**src/rtl/rand_pkg.sv**
```systemverilog
// Shared definitions for the bounded random-draw block: FSM state encoding
// and standard maximal-length LFSR feedback masks.
package rand_pkg;

    // Draw FSM state encoding
    typedef logic [1:0] rand_state_t;

    localparam rand_state_t StIdle = 2'd0;
    localparam rand_state_t StDraw = 2'd1;
    localparam rand_state_t StHold = 2'd2;

    // Maximal-length feedback masks (bit i set: state[i] enters the XOR)
    localparam logic [7:0]  TAPS_8  = 8'hB8;
    localparam logic [15:0] TAPS_16 = 16'hB400;
    localparam logic [31:0] TAPS_32 = 32'h80200003;

endpackage

```
**src/rtl/lfsr_core.sv**
```systemverilog
// Free-running Fibonacci LFSR with seed load and lock-up recovery.
// Priority on each edge: rst > seed_we > lock-up recovery > step.
module lfsr_core
    import rand_pkg::*;
#(
    parameter int unsigned      WIDTH        = 16,
    parameter logic [WIDTH-1:0] TAPS         = WIDTH'(TAPS_16),
    parameter logic [WIDTH-1:0] SEED_DEFAULT = WIDTH'(1)
) (
    input  logic             clk,
    input  logic             rst,
    input  logic             seed_we,
    input  logic [WIDTH-1:0] seed_in,
    output logic [WIDTH-1:0] state
);

    logic [WIDTH-1:0] state_q;
    logic [WIDTH-1:0] state_d;
    logic             fb;

    // Next-state: seed load (zero seed maps to default), lock-up escape, or shift
    always_comb begin
        fb = ^(state_q & TAPS);
        if (seed_we) begin
            state_d = (seed_in == '0) ? SEED_DEFAULT : seed_in;
        end else if (state_q == '0) begin
            state_d = SEED_DEFAULT;
        end else begin
            state_d = {state_q[WIDTH-2:0], fb};
        end
    end

    // LFSR register with synchronous reset
    always_ff @(posedge clk) begin
        if (rst) begin
            state_q <= SEED_DEFAULT;
        end else begin
            state_q <= state_d;
        end
    end

    assign state = state_q;

endmodule

```
**src/rtl/lfsr_rand_range.sv**
```systemverilog
// Bounded random draws in [0, range) from a free-running LFSR, using
// rejection sampling with a forced fallback after MAX_TRIES attempts.
// Optional build macro RAND_STATS_EN adds saturating draw/fallback counters.
module lfsr_rand_range
    import rand_pkg::*;
#(
    parameter int unsigned      WIDTH        = 16,
    parameter logic [WIDTH-1:0] TAPS         = WIDTH'(TAPS_16),
    parameter logic [WIDTH-1:0] SEED_DEFAULT = WIDTH'(1),
    parameter int unsigned      OUT_W        = 8,
    parameter int unsigned      MAX_TRIES    = 4
) (
    input  logic             clk,
    input  logic             rst,
    input  logic             seed_we,
    input  logic [WIDTH-1:0] seed_in,
    input  logic             req,
    input  logic [OUT_W-1:0] range,
    output logic             req_ready,
    output logic             rand_valid,
    input  logic             rand_ready,
    output logic [OUT_W-1:0] rand_out,
    output logic             rand_err,
    output logic [WIDTH-1:0] lfsr_state
`ifdef RAND_STATS_EN
    ,
    output logic [15:0]      draw_count,
    output logic [15:0]      fallback_count
`endif
);

    localparam int unsigned TRY_W = (MAX_TRIES > 1) ? $clog2(MAX_TRIES) : 1;

    rand_state_t      state_q, state_d;
    logic [OUT_W-1:0] range_q, range_d;
    logic [TRY_W-1:0] try_q, try_d;
    logic [OUT_W-1:0] out_q, out_d;
    logic             err_q, err_d;
    logic [OUT_W-1:0] range_m1;
    logic [OUT_W-1:0] mask;
    logic [OUT_W-1:0] cand;
    logic             fallback;

    lfsr_core #(
        .WIDTH        (WIDTH),
        .TAPS         (TAPS),
        .SEED_DEFAULT (SEED_DEFAULT)
    ) u_lfsr_core (
        .clk     (clk),
        .rst     (rst),
        .seed_we (seed_we),
        .seed_in (seed_in),
        .state   (lfsr_state)
    );

    // Smallest all-ones mask covering range_q-1; candidate is the masked LFSR low bits
    always_comb begin
        range_m1 = range_q - OUT_W'(1);
        mask     = '0;
        for (int i = 0; i < int'(OUT_W); i++) begin
            mask[i] = |(range_m1 >> i);
        end
        cand = lfsr_state[OUT_W-1:0] & mask;
    end

    // Draw FSM next-state and result capture
    always_comb begin
        state_d  = state_q;
        range_d  = range_q;
        try_d    = try_q;
        out_d    = out_q;
        err_d    = err_q;
        fallback = 1'b0;
        unique case (state_q)
            StIdle: begin
                if (req) begin
                    range_d = range;
                    try_d   = '0;
                    state_d = StDraw;
                end
            end
            StDraw: begin
                if (range_q == '0) begin
                    out_d   = '0;
                    err_d   = 1'b1;
                    state_d = StHold;
                end else if (cand < range_q) begin
                    out_d   = cand;
                    err_d   = 1'b0;
                    state_d = StHold;
                end else if (try_q == TRY_W'(MAX_TRIES - 1)) begin
                    // mask < 2*range_q, so one subtraction lands in range
                    out_d    = cand - range_q;
                    err_d    = 1'b0;
                    fallback = 1'b1;
                    state_d  = StHold;
                end else begin
                    try_d = try_q + TRY_W'(1);
                end
            end
            StHold: begin
                if (rand_ready) begin
                    err_d   = 1'b0;
                    state_d = StIdle;
                end
            end
            default: begin
                state_d = StIdle;
            end
        endcase
    end

    // FSM and result registers with synchronous reset
    always_ff @(posedge clk) begin
        if (rst) begin
            state_q <= StIdle;
            range_q <= '0;
            try_q   <= '0;
            out_q   <= '0;
            err_q   <= 1'b0;
        end else begin
            state_q <= state_d;
            range_q <= range_d;
            try_q   <= try_d;
            out_q   <= out_d;
            err_q   <= err_d;
        end
    end

    assign req_ready  = (state_q == StIdle);
    assign rand_valid = (state_q == StHold);
    assign rand_out   = out_q;
    assign rand_err   = err_q;

`ifdef RAND_STATS_EN
    logic [15:0] draw_cnt_q;
    logic [15:0] fb_cnt_q;

    // Saturating counters of completed handshakes and forced fallbacks
    always_ff @(posedge clk) begin
        if (rst) begin
            draw_cnt_q <= '0;
            fb_cnt_q   <= '0;
        end else begin
            if (rand_valid && rand_ready && (draw_cnt_q != 16'hFFFF)) begin
                draw_cnt_q <= draw_cnt_q + 16'd1;
            end
            if (fallback && (fb_cnt_q != 16'hFFFF)) begin
                fb_cnt_q <= fb_cnt_q + 16'd1;
            end
        end
    end

    assign draw_count     = draw_cnt_q;
    assign fallback_count = fb_cnt_q;
`endif

endmodule
```
**config.mk**
```make
export PLATFORM = sky130hd
export DESIGN_NAME = lfsr_rand_range
export DESIGN_NICKNAME = d
export VERILOG_FILES = /design/src/rtl/rand_pkg.sv /design/src/rtl/lfsr_core.sv /design/src/rtl/lfsr_rand_range.sv
export SDC_FILE = /design/constraint.sdc
export NUM_CORES = 1
export LEC_CHECK = 0
export ABC_AREA = 1
export CAP_MARGIN = 0
export CELL_PAD_IN_SITES_DETAIL_PLACEMENT = 2
export CELL_PAD_IN_SITES_GLOBAL_PLACEMENT = 2
export CORE_ASPECT_RATIO = 0.75
export CORE_MARGIN = 4
export CORE_UTILIZATION = 27
export CTS_CLUSTER_SIZE = 12
export DETAILED_ROUTE_END_ITERATION = 12
export PLACE_DENSITY = 0.8
export SLEW_MARGIN = 20
export SYNTH_ARGS = -nofsm -noshare
export SYNTH_HDL_FRONTEND = slang
export SYNTH_SLANG_ARGS = --single-unit
```
**constraint.sdc**
```tcl
create_clock -name clk -period 3.4 [get_ports clk]
set_input_delay 0.34 -clock clk [delete_from_list [all_inputs] [get_ports clk]]
set_output_delay 0.34 -clock clk [all_outputs]
set_load 0.01 [all_outputs]
```
### Word level (Yosys, flattened, before mapping)

Cells that the tools add are included.
Widths: inputs -> output; s select.

* flip-flop bits (word level): 37
* input bits: 29
* output and inout port bits: 27
* word-level logic and storage cells: 62

* add/sub/neg operators: 3
* $lt $le $gt $ge: 1
* equality and inequality tests: 9
* mux-type cells: 22
* bitwise operators: 1
* reduce and logical (&&, ||, !) cells: 20

Operators with widths (count)
* $mux 16: 3
* $logic_not 16->1: 2
* $mux 8: 3
* $mux 2: 9
* $reduce_xor 16->1: 1
* $and 8x8->8: 1
* $logic_not 8->1: 1
* $lt 8x8->1: 1
* $ne 2x2->1 const B: 4
* $reduce_or 8->1: 1
* $sub 8x1->8 const B: 1
* $sub 8x8->8: 1
* $reduce_or 7->1: 1
* $pmux 2 s3: 1
* $reduce_and 3->1: 2
* $reduce_or 6->1: 1
* $reduce_and 5->1: 1
* $reduce_or 5->1: 1
* $eq 2x2->1 const B: 2
* $mux 1: 4
* $ne 4x4->1 const B: 1
* $pmux 2 s2: 1
* $reduce_and 2->1: 2
* $reduce_bool 2->1: 2
* other kinds (9): 9

### Logic depth before layout (Yosys ltp)

Gate-level depths: netlist of run 1.

* depth after elaboration: 7
* gate-level depth with buffers: 22

### Modules after synthesis

A second synthesis of run 1 with hierarchy kept.

* cell total of the unflattened synthesis: 377
* area total of the unflattened synthesis: 2422.3 um2

By module, submodules not included
* lfsr_rand_range: instances 1, cells an instance 261, area an instance 1674.1 um2, sequential area each 420.4 um2
* lfsr_core: instances 1, cells an instance 116, area an instance 748.2 um2, sequential area each 320.3 um2

### Worst setup path after synthesis of run 1

OpenSTA, ideal clock, no wires.

* path kind: flip-flop to flip-flop
* start point: register range_q[1]
* end point: register out_q[2] (netlist: rand_out[2])
* setup time: 0.132 ns
* data arrival time: 2.640 ns
* required time: 3.268 ns
* setup slack: 0.628 ns
* cell stages (with the launch flop): 23
* path through: dfxtp_1 > inv_1 > ha_1 > inv_2 > nor2_2 > nand3_2 > nand2_1 > nor2_1 > nand3_1 > nand2_1 > ha_1 > fa_1 > inv_1 > nand3_1 > nand2_1 > nand2_1 > nand2_4 > inv_1 > buf_6 > nor2_1 > nor2_1 > nand2_1 > a21oi_1

* word-level cells in the longest chain between the ends: 7
* elaborated cells between the ends (all ways): 17
* those cells by class: add/sub (2); order compare (1); mux (3); bitwise (1); reduce/logical (10)

Ends and longest elaborated chain
* start: declaration: RTL line lfsr_rand_range.sv:35 `logic [OUT_W-1:0] range_q, range_d;`
* start signal: assignment: RTL line lfsr_rand_range.sv:123 `range_q <= range_d;`
* $sub 8x1->8: RTL line lfsr_rand_range.sv:58 `range_m1 = range_q - OUT_W'(1);`
* $reduce_or 8->1 (tied with other cells): RTL line lfsr_rand_range.sv:61 `mask[i] = |(range_m1 >> i);`
* $and 8x8->8: RTL line lfsr_rand_range.sv:63 `cand = lfsr_state[OUT_W-1:0] & mask;`
* $sub 8x8->8: RTL line lfsr_rand_range.sv:93 `out_d = cand - range_q;`
* $mux 8: RTL line lfsr_rand_range.sv:91 `end else if (try_q == TRY_W'(MAX_TRIES - 1)) begin`
* $mux 8: RTL line lfsr_rand_range.sv:87 `end else if (cand < range_q) begin`
* $mux 8: RTL line lfsr_rand_range.sv:83 `if (range_q == '0) begin`
* end signal: assignment: RTL line lfsr_rand_range.sv:125 `out_q <= out_d;`
* end: declaration: RTL line lfsr_rand_range.sv:37 `logic [OUT_W-1:0] out_q, out_d;`

Several ways; a longest one is shown, not always the timed one. The select of a mux whose other input is x is not followed.
A chain may end at the register's enable or synchronous reset.

### Worst setup path after layout of run 1

* start point: register range_q[1]
* end point: register out_q[3] (netlist: rand_out[3])

* word-level cells in the longest chain between the ends: 7
* elaborated cells between the ends (all ways): 17
* those cells by class: add/sub (2); order compare (1); mux (3); bitwise (1); reduce/logical (10)

Ends and longest elaborated chain (RTL line)
* $sub 8x1->8: lfsr_rand_range.sv:58
* $reduce_or 8->1 (tied with other cells): lfsr_rand_range.sv:61
* $and 8x8->8: lfsr_rand_range.sv:63
* $sub 8x8->8: lfsr_rand_range.sv:93
* $mux 8: lfsr_rand_range.sv:91
* $mux 8: lfsr_rand_range.sv:87
* $mux 8: lfsr_rand_range.sv:83

Several ways; a longest one is shown, not always the timed one. The select of a mux whose other input is x is not followed.

==> key figures, run 1 <==
Min path
  – Hold worst-path end: rand_err$_SDFFE_PP0P_
  – Worst Hold Depth: 2
  – HP Start: rand_err$_SDFFE_PP0P_
  – Hold crit path type: reg -> reg

STA
  – Relative slew margins: 54.42%
  – Period minus WS final: 3.262 ns
  – Fmax: 0.3066 GHz
  – PnR worst setup slack: 0.1381 ns
  – Final Cycle Share: 95.94%
  – Max-slew violation count: 0
  – Post-route setup TNS: 0 ns
  – Final Skew: 0.004871 ns
  – Endpoints failing setup: 0
  – Final Hold Viols: 0
  – Tightest Pin Transition: 0.6829 ns

Placed design
  – Port-buffer cells: 55
  – Inst Count DP: 501
  – Area after DPL: 0.002988 mm2
  – Gpl congestion: 0.8382
  – Post-Place Worst Slack: 0.1218 ns
  – Post-DP HPWL: 6.812 mm

Pwr
  – Static Leak: 1.392 nW
  – Maximum VDD drop: 213.5 uV
  – Power per Cell Area: 665.7 mW/mm2

Finish
  – Filler cells: 1,006
  – Storage element area: 740.7 um2
  – Layout cells sized above 1: 10.12%
  – # diodes: 0
  – Non-filler cells, final: 513
  – Final core occ: 37.98%
  – Commonest non-fill, non-tap cell in the layout: nand2_1
  – Fin nets: 449
  – Design area: 0.003211 mm2
  – Area Growth Syn to Fin: 37.00%
  – Most frequent cells in the layout: nand2_1 (78), clkdlybuf4s50_1 (55), inv_1 (44), dfxtp_1 (37), a21oi_1 (36)
  – Area of the multi-input gates: 0.001408 mm2

Floorplanning
  – Row cnt: 29
  – Ports: 56
  – Core Area: 0.008454 mm2
  – Initial Utilization: 27.72%
  – Chip width: 115.6 um
  – Die Area: 0.01025 mm2
  – Chip Height: 88.69 um

Detailed routing
  – Vias: 2,520
  – Via density: 4.912
  – Iter 0 DRT Violations: 74
  – Number of remaining DRC errors: 0
  – WL final: 9.212 mm
  – Routed Antenna Nets: 0
  – DRT Pass-1 Iters: 4
  – DR WL/cell: 17.96 um

Synthesis
  – Library cells used by synthesis: 29
  – Yosys top cell area share: 31.61%
  – Syn Area/Cell: 6.773 um2
  – Post-synthesis sequential area ratio: 31.61%
  – Number of flops mapped to enable cells by yosys: 0
  – Post-Synthesis Cell Area: 0.002343 mm2
  – Asr flop ratio synth: 0%
  – Ys Warns: 0
  – Top post-synthesis cells by area: dfxtp_1 (32%), nand2_1 (12%), ha_1 (8.0%)
  – Top_reg_cell synth: dfxtp_1
  – #FFs+latches synth: 37
  – Cell accounting for the most synthesized area: dfxtp_1
  – Syn_nets: 391
  – Cell count after synthesis: 346

Global routing
  – GRT Max-Usage Layer: met2
  – Vias in the first global route: 2,679
  – Met1 Usage GRT: 23.48%
  – Met2 Usage GRT: 28.26%
  – GRT Overall Usage: 17.36%
  – Remaining Overflow, GRT: 0
  – Pin count of the biggest net entering global routing: 25
  – Met3 Track Usage GR: 3.759%
  – First-pass GRT wire length: 13.86 mm
  – Initial antenna violation count: 0

Setup path
  – Critical path capture point type: flip-flop
  – FF-to-FF setup slack: 0.14 ns
  – CP Data Arrival Time: 3.48 ns
  – R2R depth: 22
  – Worst r2r src: range_q[1]$_SDFFE_PP0P_
  – Crit-path max FO: 8
  – Slowest cell on crit path: dfxtp_1
  – CP most frequent cell: nand2_1
  – Worst-path cell chain: inv_2 > ha_4 > inv_2 > nor2_2 > nand3_2 > nand2_1 > nor2_1 > nand3_1 > nand2_1 > ha_2 > fa_2 > inv_1 > nand3_1 > nand2_1 > nand2_1 > nand2_4 > buf_4 > nand2_1 > inv_1 > nor2_1 > nand2_1 > a21oi_1
  – Critical Path RT: 3.62 ns
  – Max stage delay on crit path: 0.42 ns
  – Critical path startpoint category: flip-flop
  – Setup CP Type: reg -> reg
  – Worst r2r dst: rand_out[3]$_SDFFE_PP0P_

Clock network
  – CTS tree: done
  – H-Tree Depth: 2
  – Clock buffer depth: 2
  – Root buf cell: clkbuf_16
  – Worst skew pair latency: 0.28 ns
  – Clock slew at the register clock pins of the worst setup and hold paths: 0.06 ns
  – Sink Count: 37
  – CTS buffer count: 5

Flow run
  – Total of max-cap violations: 0

Run status
  – Run status: finished, final reports clean
state kept, by name (all words and copies together), names as in the netlist:
| register | cells |
|---|---|
| state_q | 2 |
| u_lfsr_core.state | 16 |
| try_q | 2 |
| range_q | 8 |
| rand_out | 8 |
| rand_err | 1 |
metrics by stage:
stage          power (mW)  hold WS, ns
3_3_place_gp        1.497       0.4448
3_5_place_dp        1.535       0.4483
6_report            2.137       0.4542
5_1_grt             2.307       0.4890
4_1_cts             2.019       0.4602
2_1_floorplan       1.224       0.4568
kinds of logic after synthesis:
logic type | count (synthesis) | synth area share, %
DFF | 37 | 31.61
and+or+nand+nor | 164 | 32.30
xor gates and xnor gates | 5 | 1.869
AOI/OAI and AO/OA | 67 | 15.59
buffers and inverters | 57 | 9.770
adders and majority gates | 16 | 8.863
cell usage after synthesis (2+ instances only):
library cell / n
a21oi_2: 4
clkbuf_1: 7
nor2_1: 32
inv_1: 47
nand4_1: 10
nand2_4: 3
nor2_2: 4
xnor2_1: 5
nor2_4: 2
nand3_1: 25
o21ai_1: 2
nand2_1: 78
dfxtp_1: 37
o21a_1: 2
or2_2: 2
nor4_1: 3
o21ai_0: 21
buf_6: 2
ha_1: 15
a21oi_1: 36
area by class of cell:
class / count / share of cell area, %
Clock buffer: 5 / 3.897
Multi-Input combinational cell: 252 / 43.84
Timing Repair inverter: 1 / 0.2338
Inverter: 48 / 5.729
Clock inverter: 3 / 0.5456
Timing Repair Buffer: 59 / 18.47
Tap cell: 108 / 4.209
Sequential cell: 37 / 23.07
worst max-delay path by stage:
stage,from,to,slack [ns]
finish,range_q[1]$_SDFFE_PP0P_,rand_out[3]$_SDFFE_PP0P_,0.14
global route,range_q[1]$_SDFFE_PP0P_,rand_out[4]$_SDFFE_PP0P_,-0.17
CTS,range_q[0]$_SDFFE_PP0P_,try_q[1]$_SDFFE_PP0P_,0.03
detailed placement,range_q[0]$_SDFFE_PP0P_,try_q[1]$_SDFFE_PP0P_,0.12
global placement,range_q[0]$_SDFFE_PP0P_,try_q[1]$_SDFFE_PP0P_,0.24
floorplan,range_q[1]$_SDFFE_PP0P_,rand_out[2]$_SDFFE_PP0P_,0.63
per-layer routing:
metal  share of wire [%]  up-vias  wire length [um]
li1                    -     1245                 -
met1                  48     1207              4458
met2                  46       55              4262
met3                 3.7       13               345
met4                 1.6        0               146
met5                   0        -                 0
repair_timing:
item,CTS,global route
hold buffers,0,0
setup buffers,0,3
resized for setup,0,11
setup endpoints to repair,0,13
worst max-delay path, delay by kind of cell (launching register included):
family | cells | cell delay (ns)
simple gates | 13 | 1.55
buf+inv | 5 | 0.44
flops | 1 | 0.42
compound gates | 1 | 0.13
fa+ha+maj | 3 | 0.64
power by group:
part | switching (mW) | total [mW] | internal, mW
Combinational | 0.684 | 1.12 | 0.434
Clock | 0.196 | 0.466 | 0.269
Sequential | 0.0570 | 0.554 | 0.497
Power figures use the tool's default switching activity.
==> inputs of run 2 (changes only) <==
GPL_TIMING_DRIVEN = 1   (was not set)
SETUP_SLACK_MARGIN = 0.05   (was not set)
==> run 2 against run 1 <==
Compared with the run above:
- non-clock buffer count grew 3
- sequential power is essentially flat
- critical path depth shrank 1
- sequential cell count is the same
- combinational power is essentially flat
- via count grew 0.63%
- final cell count grew 0.58%
- worst setup slack gained 0.035 ns
- first-iteration DRC count grew 4.1%
- hold slack lost 0.00061 ns
- critical endpoint is now try_q[1]$_SDFFE_PP0P_
==> key figures, run 2 (same netlist as run 1, synthesis figures left out) <==
Clock network
  – Worst skew pair latency: 0.29 ns (was 0.28 ns)
  – Clock slew at the register clock pins of the worst setup and hold paths: 0.06 ns (about the same)
  – Root buf cell: clkbuf_16 (unchanged)
  – Clock buffer depth: 2 (unchanged)
  – Sink Count: 37 (unchanged)
  – # hold bufs at CTS: 0 (unchanged)
  – CTS tree: done (unchanged)
  – CTS buffer count: 5 (unchanged)
  – H-Tree Depth: 2 (unchanged)

Detailed routing
  – WL final: 9.130 mm (was 9.212 mm)
  – DR WL/cell: 17.69 um (was 17.96 um)
  – Routed Antenna Nets: 0 (unchanged)
  – Iter 0 DRT Violations: 77 (was 74)
  – Vias: 2,536 (was 2,520)
  – DRT Pass-1 Iters: 4 (unchanged)
  – Number of remaining DRC errors: 0 (unchanged)
  – Via density: 4.915 (was 4.912)

Setup path
  – Critical path startpoint category: flip-flop (unchanged)
  – Critical path capture point type: flip-flop (unchanged)
  – Top delay family on crit path: simple AND/OR/NAND/NOR gates (unchanged)
  – Slowest cell on crit path: fa_2 (was dfxtp_1)
  – Crit-path max FO: 12 (was 8)
  – CP most frequent cell: nand2_1 (unchanged)
  – Setup CP Type: reg -> reg (unchanged)
  – Max stage delay on crit path: 0.38 ns (was 0.42 ns)
  – Critical Path RT: 3.57 ns (was 3.62 ns)
  – Worst-path cell chain: inv_2 > ha_4 > inv_2 > nor2_2 > nand3_2 > nand2_1 > nor2_2 > nand3_1 > nand2_1 > ha_2 > fa_2 > inv_1 > nand3_1 > nand2_1 > nand2_1 > nand2_4 > nand2_4 > nand2_8 > nand2_1 > a21oi_1 > nor3_2 (was inv_2 > ha_4 > inv_2 > nor2_2 > nand3_2 > nand2_1 > nor2_1 > nand3_1 > nand2_1 > ha_2 > fa_2 > inv_1 > nand3_1 > nand2_1 > nand2_1 > nand2_4 > buf_4 > nand2_1 > inv_1 > nor2_1 > nand2_1 > a21oi_1)
  – FF-to-FF setup slack: 0.17 ns (was 0.14 ns)
  – Buf/Inv on CP: 3 (was 5)
  – CP Data Arrival Time: 3.40 ns (was 3.48 ns)

STA
  – Final Cycle Share: 94.91% (was 95.94%)
  – Relative slew margins: 55.89% (was 54.42%)
  – Final Skew: 0.005537 ns (was 0.004871 ns)
  – Final Hold Viols: 0 (unchanged)
  – PnR worst setup slack: 0.1729 ns (was 0.1381 ns)
  – Period minus WS final: 3.227 ns (was 3.262 ns)
  – Max-slew violation count: 0 (unchanged)
  – Tightest Pin Transition: 0.6610 ns (was 0.6829 ns)
  – Fmax: 0.3099 GHz (was 0.3066 GHz)
  – Endpoints failing setup: 0 (unchanged)

Finish
  – # diodes: 0 (unchanged)
  – Max FFs per register: 16 (unchanged)
  – Filler cells: 1,005 (was 1,006)
  – Fin nets: 452 (was 449)
  – Area Growth Syn to Fin: 38.07% (was 37.00%)
  – Commonest non-fill, non-tap cell in the layout: nand2_1 (unchanged)
  – Most frequent cells in the layout: nand2_1 (78), clkdlybuf4s50_1 (55), inv_1 (44), dfxtp_1 (37), a21oi_1 (36) (unchanged)
  – Layout cells sized above 1: 11.03% (was 10.12%)

Placed design
  – Post-DP HPWL: 6.812 mm (unchanged)
  – Port-buffer cells: 55 (unchanged)
  – Gpl congestion: 0.8382 (unchanged)
  – Post-Place Worst Slack: 0.1218 ns (unchanged)

Floorplanning
  – Chip width: 115.6 um (unchanged)
  – Die Area: 0.01025 mm2 (unchanged)
  – Ports: 56 (unchanged)
  – Initial Utilization: 27.72% (unchanged)
  – Chip Height: 88.69 um (unchanged)
  – Core Area: 0.008454 mm2 (unchanged)
  – Row cnt: 29 (unchanged)

Pwr
  – Maximum VDD drop: 217.7 uV (was 213.5 uV)
  – Total power: 2.147 mW (was 2.137 mW)
  – Power per Cell Area: 663.5 mW/mm2 (was 665.7 mW/mm2)
  – Sw power: 938.7 uW (was 937.6 uW)
  – Static Leak: 1.406 nW (was 1.392 nW)
  – Clk pwr share: 21.7% (was 21.8%)
  – Cell internal pwr: 1.208 mW (was 1.200 mW)
  – Comb pwr share: 52.5% (was 52.3%)
  – Sw frac: 43.73% (was 43.87%)
  – Flop pwr share: 25.8% (was 25.9%)

Global routing
  – First-pass GRT wire length: 13.84 mm (was 13.86 mm)
  – Remaining Overflow, GRT: 0 (unchanged)
  – GRT Overall Usage: 17.34% (was 17.36%)
  – Initial antenna violation count: 0 (unchanged)
  – Pin count of the biggest net entering global routing: 25 (unchanged)
  – Vias in the first global route: 2,680 (was 2,679)

Min path
  – Hold crit path type: reg -> reg (unchanged)

Flow run
  – Total of max-cap violations: 0 (unchanged)

Run status
  – Run status: finished, final reports clean (unchanged)
==> run 2: repair_timing <==
action	4_1_cts	5_1_grt
setup endpoints to repair	1	13
gates cloned	0	1
resized for setup	1	11
buffers inserted	0	6
pin swaps	0	1
endpoints found under the hold margin	0	0
==> run 2: final cells by class <==
cell class / instances / area [um2] / area share (%)
Sequential cell: 37 / 740.7 / 22.89
Multi-Input combinational cell: 252 / 1410 / 43.58
Tap cell: 108 / 135.1 / 4.176
Clock inverter: 3 / 17.52 / 0.5414
Timing Repair Buffer: 62 / 615.6 / 19.03
Inverter: 48 / 183.9 / 5.684
Clock buffer: 5 / 125.1 / 3.867
Timing Repair inverter: 1 / 7.507 / 0.2320
==> run 2: worst reg2reg max path, cell delays in order, from the launching register on <==
cell and delay [ns]:
dfxtp_1 0.36, inv_2 0.12, ha_4 0.17, inv_2 0.04, nor2_2 0.10, nand3_2 0.12
nand2_1 0.14, nor2_2 0.07, nand3_1 0.08, nand2_1 0.11, ha_2 0.22, fa_2 0.38
inv_1 0.10, nand3_1 0.11, nand2_1 0.17, nand2_1 0.12, nand2_4 0.16, nand2_4 0.11
nand2_8 0.12, nand2_1 0.10, a21oi_1 0.16, nor3_2 0.05
==> run 2: final timing paths <==
path / startpoint / endpoint / cells past startpoint
worst min-delay path: rand_err$_SDFFE_PP0P_ / rand_err$_SDFFE_PP0P_ / 2
worst min register to register: rand_err$_SDFFE_PP0P_ / rand_err$_SDFFE_PP0P_ / 2
worst max register to register: range_q[1]$_SDFFE_PP0P_ / try_q[1]$_SDFFE_PP0P_ / 21
worst max-delay path: range_q[1]$_SDFFE_PP0P_ / try_q[1]$_SDFFE_PP0P_ / 21
==> run 2: layer usage <==
metal / global-route usage (%) / share of wire [%] / vias up
li1: - / - / 1251
met1: 23.44 / 48 / 1217
met2: 28.26 / 46 / 52
met3: 3.759 / 4.0 / 16
met4: 4.371 / 1.9 / 0
met5: 0 / 0 / -
==> run 2: per-stage QoR <==
| step | utilization, % | instance area [um2] | TNS [ns] | hold slack, ns | std cells |
|---|---|---|---|---|---|
| floorplan | - | 2344 | 0 | 0.4568 | 346 |
| global placement | 35.34 | 2988 | 0 | 0.4448 | 501 |
| detailed placement | 35.34 | 2988 | 0 | 0.4483 | 501 |
| CTS | 37.06 | 3133 | 0 | 0.4602 | 509 |
| global route | 38.27 | 3236 | -0.4899 | 0.4890 | 516 |
| finish | 38.27 | 3236 | 0 | 0.4536 | 516 |
==> run 2: power groups by stage <==
stage	clock [mW]	combinational [mW]	sequential, mW
floorplan	0	0.662	0.561
global placement	0	0.938	0.559
detailed placement	0	0.973	0.562
CTS	0.477	0.990	0.554
global route	0.494	1.26	0.563
finish	0.465	1.13	0.554
==> inputs of run 3 (changes only) <==
CORE_UTILIZATION = 29   (was 27)
PLACE_DENSITY = 0.85   (was 0.8)
clock period = 3.8 ns   (was 3.4 ns; I/O delays follow)
==> run 3 against run 2 <==
Compared with the run above:
- hold slack better by 0.0034 ns
- register-to-register slack better by 0.08 ns
- critical endpoint unchanged
- total power down 19%
- count of clock-buffer cells in the layout up 1
- largest power group unchanged
- via count up 0.91%
- routed wire length down 0.11%
- sequential share of layout area up 1.0 points
- clock skew up 0.0031 ns
- final cell count down 1.6%
- worst setup slack better by 0.075 ns
- maximum frequency down 9.1%
==> key figures, run 3 (same netlist as run 1, synthesis figures left out) <==
Finish
  – Layout cells sized above 1: 8.189% (was 11.03%)
  – Final core occ: 39.32% (was 38.27%)
  – # diodes: 0 (unchanged)
  – Max FFs per register: 16 (unchanged)
  – Area Growth Syn to Fin: 32.25% (was 38.07%)
  – Commonest non-fill, non-tap cell in the layout: nand2_1 (unchanged)
  – Design area: 0.003099 mm2 (was 0.003236 mm2)
  – Non-filler cells, final: 508 (was 516)
  – Fin nets: 447 (was 452)
  – Most frequent cells in the layout: nand2_1 (78), clkdlybuf4s50_1 (55), inv_1 (46), dfxtp_1 (37), a21oi_1 (36) (was nand2_1 (78), clkdlybuf4s50_1 (55), inv_1 (44), dfxtp_1 (37), a21oi_1 (36))

STA
  – Tightest Pin Transition: 0.7662 ns (was 0.6610 ns)
  – Endpoints failing setup: 0 (unchanged)
  – Fmax: 0.2815 GHz (was 0.3099 GHz)
  – Period minus WS final: 3.552 ns (was 3.227 ns)
  – PnR worst setup slack: 0.2480 ns (was 0.1729 ns)
  – Fin Hold WS: 0.4570 ns (was 0.4536 ns)
  – Relative slew margins: 48.76% (was 55.89%)
  – Final Cycle Share: 93.47% (was 94.91%)
  – Max-slew violation count: 0 (unchanged)
  – Post-route setup TNS: 0 ns (unchanged)
  – Final Hold Viols: 0 (unchanged)
  – Final Skew: 0.008607 ns (was 0.005537 ns)

Setup path
  – CP Data Arrival Time: 3.70 ns (was 3.40 ns)
  – Max stage delay on crit path: 0.48 ns (was 0.38 ns)
  – Critical path capture point type: flip-flop (unchanged)
  – Slowest cell on crit path: fa_1 (was fa_2)
  – CP most frequent cell: nand2_1 (unchanged)
  – Critical path startpoint category: flip-flop (unchanged)
  – Worst-path cell chain: inv_1 > ha_2 > inv_2 > nor2_2 > nand3_2 > nand2_1 > nor2_1 > nand3_1 > nand2_1 > ha_1 > fa_1 > inv_1 > nand3_1 > nand2_1 > nand2_1 > nand2_4 > nand2_4 > nand2_4 > nand2_1 > a21oi_1 > nor3_2 (was inv_2 > ha_4 > inv_2 > nor2_2 > nand3_2 > nand2_1 > nor2_2 > nand3_1 > nand2_1 > ha_2 > fa_2 > inv_1 > nand3_1 > nand2_1 > nand2_1 > nand2_4 > nand2_4 > nand2_8 > nand2_1 > a21oi_1 > nor3_2)
  – Setup CP Type: reg -> reg (unchanged)
  – Critical Path RT: 3.95 ns (was 3.57 ns)
  – Crit-path max FO: 12 (unchanged)

Floorplanning
  – Row cnt: 28 (was 29)
  – Die Area: 0.009598 mm2 (was 0.01025 mm2)
  – Chip width: 111.8 um (was 115.6 um)
  – Core Area: 0.007883 mm2 (was 0.008454 mm2)
  – Initial Utilization: 29.73% (was 27.72%)
  – Ports: 56 (unchanged)
  – Chip Height: 85.85 um (was 88.69 um)

Clock network
  – Sink Count: 37 (unchanged)
  – Clock slew at the register clock pins of the worst setup and hold paths: 0.09 ns (was 0.06 ns)
  – CTS buffer count: 5 (unchanged)
  – Clock buffer depth: 2 (unchanged)
  – # hold bufs at CTS: 0 (unchanged)
  – H-Tree Depth: 2 (unchanged)
  – Root buf cell: clkbuf_8 (was clkbuf_16)
  – CTS tree: done (unchanged)
  – Worst skew pair latency: 0.30 ns (was 0.29 ns)

Pwr
  – Sw frac: 45.69% (was 43.73%)
  – Maximum VDD drop: 155.7 uV (was 217.7 uV)
  – Cell internal pwr: 942.3 uW (was 1.208 mW)
  – Sw power: 792.9 uW (was 938.7 uW)
  – Total power: 1.735 mW (was 2.147 mW)
  – Clk pwr share: 17.7% (was 21.7%)
  – Flop pwr share: 28.5% (was 25.8%)
  – Comb pwr share: 53.8% (was 52.5%)
  – Static Leak: 1.363 nW (was 1.406 nW)
  – Power per Cell Area: 559.9 mW/mm2 (was 663.5 mW/mm2)

Run status
  – Run status: finished, final reports clean (unchanged)

Placed design
  – Post-DP HPWL: 7.018 mm (was 6.812 mm)
  – Inst Count DP: 497 (was 501)
  – Post-Place Worst Slack: 0.4162 ns (was 0.1218 ns)
  – Gpl congestion: 0.8524 (was 0.8382)
  – Area after DPL: 0.002977 mm2 (was 0.002988 mm2)
  – Port-buffer cells: 55 (unchanged)

Detailed routing
  – WL final: 9.120 mm (was 9.130 mm)
  – Vias: 2,559 (was 2,536)
  – Routed Antenna Nets: 0 (unchanged)
  – DR WL/cell: 17.95 um (was 17.69 um)
  – Via density: 5.037 (was 4.915)
  – Number of remaining DRC errors: 0 (unchanged)
  – Iter 0 DRT Violations: 88 (was 77)
  – DRT Pass-1 Iters: 4 (unchanged)

Flow run
  – Total of max-cap violations: 0 (unchanged)

Global routing
  – Initial antenna violation count: 0 (unchanged)
  – Remaining Overflow, GRT: 0 (unchanged)
  – GRT Overall Usage: 19.09% (was 17.34%)
  – First-pass GRT wire length: 14.50 mm (was 13.84 mm)
  – Pin count of the biggest net entering global routing: 25 (unchanged)
  – Vias in the first global route: 2,776 (was 2,680)

Min path
  – Hold crit path type: reg -> reg (unchanged)
run 3: path summary, 6_finish.rpt:
kind                                              start                    end  slack, ns  cells past startpoint
worst min register to register    rand_err$_SDFFE_PP0P_  rand_err$_SDFFE_PP0P_       0.46                      2
worst max-delay path            range_q[0]$_SDFFE_PP0P_  try_q[1]$_SDFFE_PP0P_       0.25                     21
worst max register to register  range_q[0]$_SDFFE_PP0P_  try_q[1]$_SDFFE_PP0P_       0.25                     21
worst min-delay path              rand_err$_SDFFE_PP0P_  rand_err$_SDFFE_PP0P_       0.46                      2
run 3: critical path, delay by kind of cell, from the launching register on:
| kind | cells | cell delay, ns |
|---|---|---|
| AND/OR/NAND/NOR | 14 | 1.60 |
| adder cells (fa/ha/maj) | 3 | 0.99 |
| flip-flops | 1 | 0.35 |
| buffers and inverters | 3 | 0.31 |
| AO/OA/AOI/OAI | 1 | 0.16 |
run 3: area by class of cell:
type | count | area (um2)
well taps | 105 | 131.4
multi-input cells | 252 | 1376
flip-flops and latches | 37 | 740.7
inverters | 48 | 183.9
clock buffers | 6 | 82.58
repair buffers | 57 | 565.5
repair inverters | 1 | 5.005
fillers | 971 | 4783
clock inverters | 2 | 13.76
run 3: metal layers:
metal  GRT usage, %  up-vias  wire (um)
li1               -     1244          -
met1          25.72     1242       4339
met2          31.88       60       4262
met3          3.597       13        378
met4          4.420        0        140
met5              0        -          0
run 3: power groups by stage:
stage / logic [mW] / registers [mW] / clock network, mW
floorplan: 0.593 / 0.502 / 0
global placement: 0.835 / 0.500 / 0
detailed placement: 0.876 / 0.503 / 0
CTS: 0.894 / 0.495 / 0.314
global route: 1.04 / 0.502 / 0.336
finish: 0.933 / 0.495 / 0.308
run 3: what timing repair did:
| item | 4_1_cts | 5_1_grt |
|---|---|---|
| buffers inserted | 0 | 2 |
| endpoints found under the hold margin | 0 | 0 |
| gates resized for setup | 0 | 2 |
| setup endpoints to repair | 0 | 3 |
